===== src/rtl/sync_fifo_flex_pkg.sv =====
// sync_fifo_flex_pkg: shared sizing helpers and configuration checks for sync_fifo_flex
package sync_fifo_flex_pkg;
  function automatic int cnt_w(input int depth);
    return $clog2(depth) + 1;
  endfunction
  function automatic bit cfg_ok(input int depth, input int af_th, input int ae_th);
    return depth >= 2 && (depth & (depth - 1)) == 0 && ae_th < af_th && af_th <= depth;
  endfunction
endpackage


===== src/rtl/fifo_mem_regs.sv =====
// fifo_mem_regs: register file with one synchronous write port and one asynchronous read port
module fifo_mem_regs #(
  parameter int DATA_WIDTH = 8,
  parameter int DEPTH = 16
) (
  input  logic                       clk,
  input  logic                       we,
  input  logic [$clog2(DEPTH)-1:0]   waddr,
  input  logic [DATA_WIDTH-1:0]      wdata,
  input  logic [$clog2(DEPTH)-1:0]   raddr,
  output logic [DATA_WIDTH-1:0]      rdata
);
  logic [DATA_WIDTH-1:0] mem [DEPTH];
  always_ff @(posedge clk)
    if (we) mem[waddr] <= wdata;
  assign rdata = mem[raddr];
endmodule


===== src/rtl/sync_fifo_flex.sv =====
// sync_fifo_flex: parametrised synchronous FIFO with FWFT option, threshold flags, count and sticky errors
module sync_fifo_flex import sync_fifo_flex_pkg::*; #(
  parameter int DATA_WIDTH = 8,
  parameter int DEPTH = 16,
  parameter bit FWFT = 1'b0,
  parameter int AF_TH = DEPTH - 2,
  parameter int AE_TH = 2
) (
  input  logic                      clk,
  input  logic                      reset,
  input  logic                      io_write,
  input  logic                      io_read,
  input  logic                      io_clear,
  input  logic [DATA_WIDTH-1:0]     io_din,
  output logic [DATA_WIDTH-1:0]     io_dout,
  output logic                      io_full,
  output logic                      io_empty,
  output logic                      io_almost_full,
  output logic                      io_almost_empty,
  output logic [cnt_w(DEPTH)-1:0]   io_count,
  output logic                      io_overflow,
  output logic                      io_underflow
);
  localparam int AW = $clog2(DEPTH);
  localparam int CW = cnt_w(DEPTH);
  localparam logic [CW-1:0] FULL_C = CW'(DEPTH);
  localparam logic [CW-1:0] AF_C = CW'(AF_TH);
  localparam logic [CW-1:0] AE_C = CW'(AE_TH);
  if (!cfg_ok(DEPTH, AF_TH, AE_TH)) begin : g_bad_cfg
    $error("sync_fifo_flex: DEPTH must be a power of two >= 2 and AE_TH < AF_TH <= DEPTH");
  end
  logic [AW-1:0] wr_ptr, rd_ptr;
  logic [CW-1:0] count;
  logic [DATA_WIDTH-1:0] rd_data, dout_q;
  logic rd_ok, wr_ok, overflow, underflow;
  assign io_count = count;
  assign io_empty = count == '0;
  assign io_full = count == FULL_C;
  assign io_almost_full = count >= AF_C;
  assign io_almost_empty = count <= AE_C;
  assign io_overflow = overflow;
  assign io_underflow = underflow;
  // clear suppresses both accepts so memory and pointers see no traffic that cycle
  assign rd_ok = io_read && !io_empty && !io_clear;
  assign wr_ok = io_write && (!io_full || rd_ok) && !io_clear;
  // FWFT output is forced to zero while empty so it stays stable and matches the reset value
  assign io_dout = FWFT ? (io_empty ? '0 : rd_data) : dout_q;
  fifo_mem_regs #(.DATA_WIDTH(DATA_WIDTH), .DEPTH(DEPTH)) u_mem (
    .clk(clk), .we(wr_ok), .waddr(wr_ptr), .wdata(io_din), .raddr(rd_ptr), .rdata(rd_data)
  );
  always_ff @(posedge clk or negedge reset)
    if (!reset) begin
      wr_ptr <= '0;
      rd_ptr <= '0;
      count <= '0;
      overflow <= 1'b0;
      underflow <= 1'b0;
      dout_q <= '0;
    end else if (io_clear) begin
      wr_ptr <= '0;
      rd_ptr <= '0;
      count <= '0;
      overflow <= 1'b0;
      underflow <= 1'b0;
    end else begin
      if (wr_ok) wr_ptr <= wr_ptr + AW'(1);
      if (rd_ok) begin
        rd_ptr <= rd_ptr + AW'(1);
        dout_q <= rd_data;
      end
      if (wr_ok != rd_ok) count <= wr_ok ? count + CW'(1) : count - CW'(1);
      if (io_write && !wr_ok) overflow <= 1'b1;
      if (io_read && !rd_ok) underflow <= 1'b1;
    end
endmodule


===== config.mk =====
export PLATFORM = sky130hd
export DESIGN_NAME = sync_fifo_flex
export DESIGN_NICKNAME = d
export VERILOG_FILES = /design/src/rtl/sync_fifo_flex_pkg.sv /design/src/rtl/fifo_mem_regs.sv /design/src/rtl/sync_fifo_flex.sv
export SDC_FILE = /design/constraint.sdc
export NUM_CORES = 1
export LEC_CHECK = 0
export BUFFER_PORTS_ARGS = -buffer_cell sky130_fd_sc_hd__buf_2
export CAP_MARGIN = 30
export CORE_ASPECT_RATIO = 1.2
export CORE_MARGIN = 1
export CORE_UTILIZATION = 55
export CTS_BUF_LIST = sky130_fd_sc_hd__clkbuf_8
export CTS_CLUSTER_DIAMETER = 150
export DETAILED_ROUTE_END_ITERATION = 10
export PLACE_DENSITY = 0.82
export SKIP_LAST_GASP = 1
export SLEW_MARGIN = 25
export SYNTH_ARGS = -nofsm -noshare
export SYNTH_HDL_FRONTEND = slang
export SYNTH_HIERARCHICAL = 1
export SYNTH_SLANG_ARGS = --single-unit

===== constraint.sdc =====
create_clock -name clk -period 5.9 [get_ports clk]
set_input_delay 0.885 -clock clk [delete_from_list [all_inputs] [get_ports clk]]
set_output_delay 0.885 -clock clk [all_outputs]
set_load 0.05 [all_outputs]

==> impl_metrics.xml <==
<?xml version="1.0" encoding="UTF-8"?>
<metrics>
  <group name="place">
    <metric name="place_inst" unit="">483</metric>
    <metric name="io_buffer_count" unit="">31</metric>
    <metric name="detailed_place_hpwl" unit="um">7145</metric>
    <metric name="globalplace.congestion" unit="">0.7961</metric>
    <metric name="dpl_worst_slack" unit="ns">2.091</metric>
  </group>
  <group name="yosys">
    <metric name="synth.cell_area" unit="um2">6208</metric>
    <metric name="synth.top_cells.by_area" unit="">edfxtp_1 62%, dfrtp_1 9.3%, mux4_2 6.5%</metric>
    <metric name="ys_ff_latch" unit="">151</metric>
    <metric name="yosys.cell_count.top_type" unit="">edfxtp_1</metric>
    <metric name="synth.avg_cell_area" unit="um2">18.76</metric>
    <metric name="synth_async_sr_flop_share" unit="%">15.23</metric>
    <metric name="postSynthNetCount" unit="">351</metric>
    <metric name="yosysSeqAreaShare" unit="%">71.18</metric>
    <metric name="ys.warnings.count" unit="">6</metric>
    <metric name="number_of_instances_in_the_synthesized_netlist" unit="">331</metric>
    <metric name="synthFlopType" unit="">edfxtp_1</metric>
    <metric name="yosys.cell_types.count" unit="">44</metric>
    <metric name="netlist.top_cell.by_area" unit="">edfxtp_1</metric>
    <metric name="synth.cells.most_frequent" unit="">128 x edfxtp_1, 26 x nor2_1, 23 x dfrtp_1</metric>
    <metric name="synth_top_cell_area_share" unit="%">61.91</metric>
    <metric name="synth_enable_flop_cells" unit="">128</metric>
  </group>
  <group name="setup_path">
    <metric name="worst_path_max_delay_cell" unit="">nor2_1</metric>
    <metric name="worst_setup_path_end_kind" unit="">register</metric>
    <metric name="worst-setup-path-type" unit="">in2reg</metric>
    <metric name="critical_path.top_delay_family" unit="">simple AND/OR/NAND/NOR gates</metric>
    <metric name="path_common_cell" unit="">nand2b_1</metric>
    <metric name="crit-reg2reg-launch" unit="">io_count[1]</metric>
    <metric name="crit_path_start" unit="">io_clear</metric>
    <metric name="worst_path_largest_cell_delay" unit="ns">0.62</metric>
    <metric name="cp_num_buf_inv" unit="">2</metric>
    <metric name="worst-path-max-fanout" unit="">19</metric>
    <metric name="critical_path.cell_chain" unit="">buf_2 &gt; nand2b_1 &gt; a31oi_1 &gt; nand2b_1 &gt; inv_1 &gt; or3b_2 &gt; nor2_1</metric>
    <metric name="required" unit="ns">5.97</metric>
    <metric name="r2r_slack" unit="ns">2.84</metric>
    <metric name="arrival" unit="ns">3.24</metric>
    <metric name="worst_setup_path_start_kind" unit="">input pin</metric>
  </group>
  <group name="routing">
    <metric name="drt_pre_antenna_iters" unit="">5</metric>
    <metric name="ant_nets" unit="">0</metric>
    <metric name="drt_iter0_drc" unit="">232</metric>
    <metric name="routed_wirelength" unit="um">11110</metric>
    <metric name="vias_per_cell" unit="">6.027</metric>
    <metric name="drc_errors" unit="">0</metric>
    <metric name="route.detailed.wl_per_inst" unit="um">21.57</metric>
    <metric name="route.vias.total" unit="">3104</metric>
  </group>
  <group name="layout">
    <metric name="synthToLayoutAreaGrowth" unit="%">10.96</metric>
    <metric name="layout.filler_cells" unit="">744</metric>
    <metric name="final_layout_size_suffix_gt1_share" unit="%">25.85</metric>
    <metric name="non_filler_instance_count_after_layout" unit="">515</metric>
    <metric name="nNetsFinal" unit="">390</metric>
    <metric name="antenna_cells" unit="">0</metric>
  </group>
  <group name="grt">
    <metric name="number_of_global_route_vias_before_repair" unit="">3064</metric>
    <metric name="global_route.usage.total" unit="%">20.37</metric>
    <metric name="grt_first_pass_wirelength" unit="um">16670</metric>
    <metric name="grt_antenna_before_repair" unit="">0</metric>
    <metric name="largest_net_degree_at_the_start_of_global_routing" unit="">33</metric>
    <metric name="globalRouteOverflowTotal" unit="">0</metric>
  </group>
  <group name="sta">
    <metric name="hold_vio_cnt_final" unit="">0</metric>
    <metric name="timing.final.ws_setup" unit="ns">2.732</metric>
    <metric name="final.min_clock_period" unit="ns">3.168</metric>
    <metric name="max_slew.worst_pin.slew" unit="ns">0.8814</metric>
    <metric name="relative_max_transition_margin" unit="%">41.02</metric>
    <metric name="post_route_clock_skew" unit="ns">0.007234</metric>
    <metric name="maxSlewViolCount" unit="">0</metric>
    <metric name="min_period_over_period" unit="%">53.70</metric>
    <metric name="clock.fmax" unit="MHz">315.7</metric>
    <metric name="finalSetupViolCount" unit="">0</metric>
    <metric name="rsz_0062_raised_after_global_routing" unit="">no</metric>
    <metric name="final_tns_setup" unit="ns">0</metric>
  </group>
  <group name="power_and_ir_drop">
    <metric name="pwr_density_cell" unit="nW/um2">421.1</metric>
    <metric name="peakVddDrop" unit="V">0.0003881</metric>
    <metric name="p_leak" unit="nW">2.411</metric>
  </group>
  <group name="cts">
    <metric name="cts_tree" unit="">built</metric>
    <metric name="tritoncts_num_sinks" unit="">151</metric>
    <metric name="post_cts_buffers" unit="">0</metric>
    <metric name="clk_pin_slew_worst_paths" unit="ns">0.08</metric>
    <metric name="cts_resized" unit="">0</metric>
    <metric name="cts_hold_buf" unit="">0</metric>
    <metric name="htree_levels" unit="">4</metric>
    <metric name="clkLatencyLatePin" unit="ns">0.44</metric>
    <metric name="clock_path_buffers" unit="">2</metric>
    <metric name="library_cell_used_as_clock_root_buffer" unit="">clkbuf_8</metric>
    <metric name="numCtsBuffers" unit="">17</metric>
  </group>
  <group name="die">
    <metric name="design.die.area" unit="um2">11720</metric>
    <metric name="placementRows" unit="">42</metric>
    <metric name="fp.dieW" unit="um">98.99</metric>
    <metric name="io_pins" unit="">32</metric>
    <metric name="floorplan.die.height" unit="um">118.4</metric>
    <metric name="floorplan.core_area" unit="um2">11040</metric>
    <metric name="initial_utilization" unit="%">56.26</metric>
  </group>
  <group name="run_status">
    <metric name="outcome" unit="">complete, no violations</metric>
  </group>
  <group name="job">
    <metric name="max_cap_violations" unit="">0</metric>
  </group>
  <group name="hold_path">
    <metric name="holdCritPathClass" unit="">in2async</metric>
  </group>
</metrics>
==> cells by family after synthesis <==
logic type	share of synthesized area, %
DFF	71.18
muxes	15.09
buffers and inverters	1.914
xor gates and xnor gates	0.9875
adders and majority gates	1.532
AOI/OAI and AO/OA	4.333
and+or+nand+nor	4.958
==> layout make-up <==
class | instances | area, um2 | area share, %
clock buffer | 17 | 234.0 | 3.396
clock inverter | 15 | 185.2 | 2.688
inverter | 3 | 11.26 | 0.1635
multi-input combinational | 162 | 1680 | 24.39
sequential | 151 | 4420 | 64.17
tap | 132 | 165.2 | 2.397
timing repair buffer | 35 | 192.7 | 2.797
==> final timing paths <==
check                                   to  cells after the start
min in group clk               io_overflow                      2
min                            io_count[0]                      1
max reg2reg                    io_count[4]                      8
max in group asynchronous        rd_ptr[0]                      1
max                        u_mem/mem[1][7]                      7
min reg2reg                    io_overflow                      2
==> metal layers <==
layer	vias up	track usage (%)	wire [um]
li1	1419	-	-
met1	1552	25.64	4303
met2	113	34.22	5915
met3	20	4.080	660
met4	0	9.235	229
met5	-	0	0
==> metrics by stage <==
stage	hold slack, ns	power, mW	area (um2)	util (%)
2_1_floorplan	0.5461	1.927	6208	-
4_1_cts	0.3892	2.924	6884	62.38
5_1_grt	0.4411	3.009	6889	62.43
3_5_place_dp	0.4845	2.113	6465	58.58
6_report	0.4019	2.901	6889	62.43
3_3_place_gp	0.4735	2.077	6430	58.27
==> where the power goes <==
group / switching, mW / internal [mW] / leakage [nW]
logic: 0.475 / 0.303 / 0.746
clock network: 0.359 / 0.455 / 0.218
registers: 0.0899 / 1.22 / 1.45
total: 0.924 / 1.98 / 2.41
==> state kept, by name, summed over array words and instances, names as in the netlist <==
name / count
io_count: 5
io_dout: 8
io_overflow: 1
io_underflow: 1
rd_ptr: 4
u_mem/mem: 128
wr_ptr: 4
==> worst reg2reg max path, cell delays in order (launching register included) <==
cell      delay [ns]
dfrtp_1         0.48
nor4_1          0.70
a31oi_1         0.30
nand2b_1        0.29
ha_1            0.32
a21oi_1         0.30
nand3_1         0.12
a32o_1          0.27
o21ba_2         0.19
==> cell usage in the layout (no fill, tap or decap), types with 2 or more instances in the layout <==
cell / n
edfxtp_1: 128
buf_2: 33
nor2_1: 26
dfrtp_1: 22
mux4_2: 18
clkbuf_8: 17
a22oi_1: 16
mux4_1: 14
nand2_1: 10
mux2_2: 8
a21oi_1: 6
ha_1: 6
inv_1: 5
clkinv_2: 5
nand2b_1: 4
a31oi_1: 4
xnor2_1: 4
nand3_1: 4
mux2i_1: 4
bufinv_16: 4
xor2_1: 3
nor2b_1: 3
mux2_1: 3
and2_1: 2
nand4_1: 2
and3_1: 2
o211ai_1: 2
a211o_1: 2
clkinvlp_4: 2
nand3b_1: 2
nor3_1: 2
nor3_2: 2
Power figures use the tool's default switching activity.
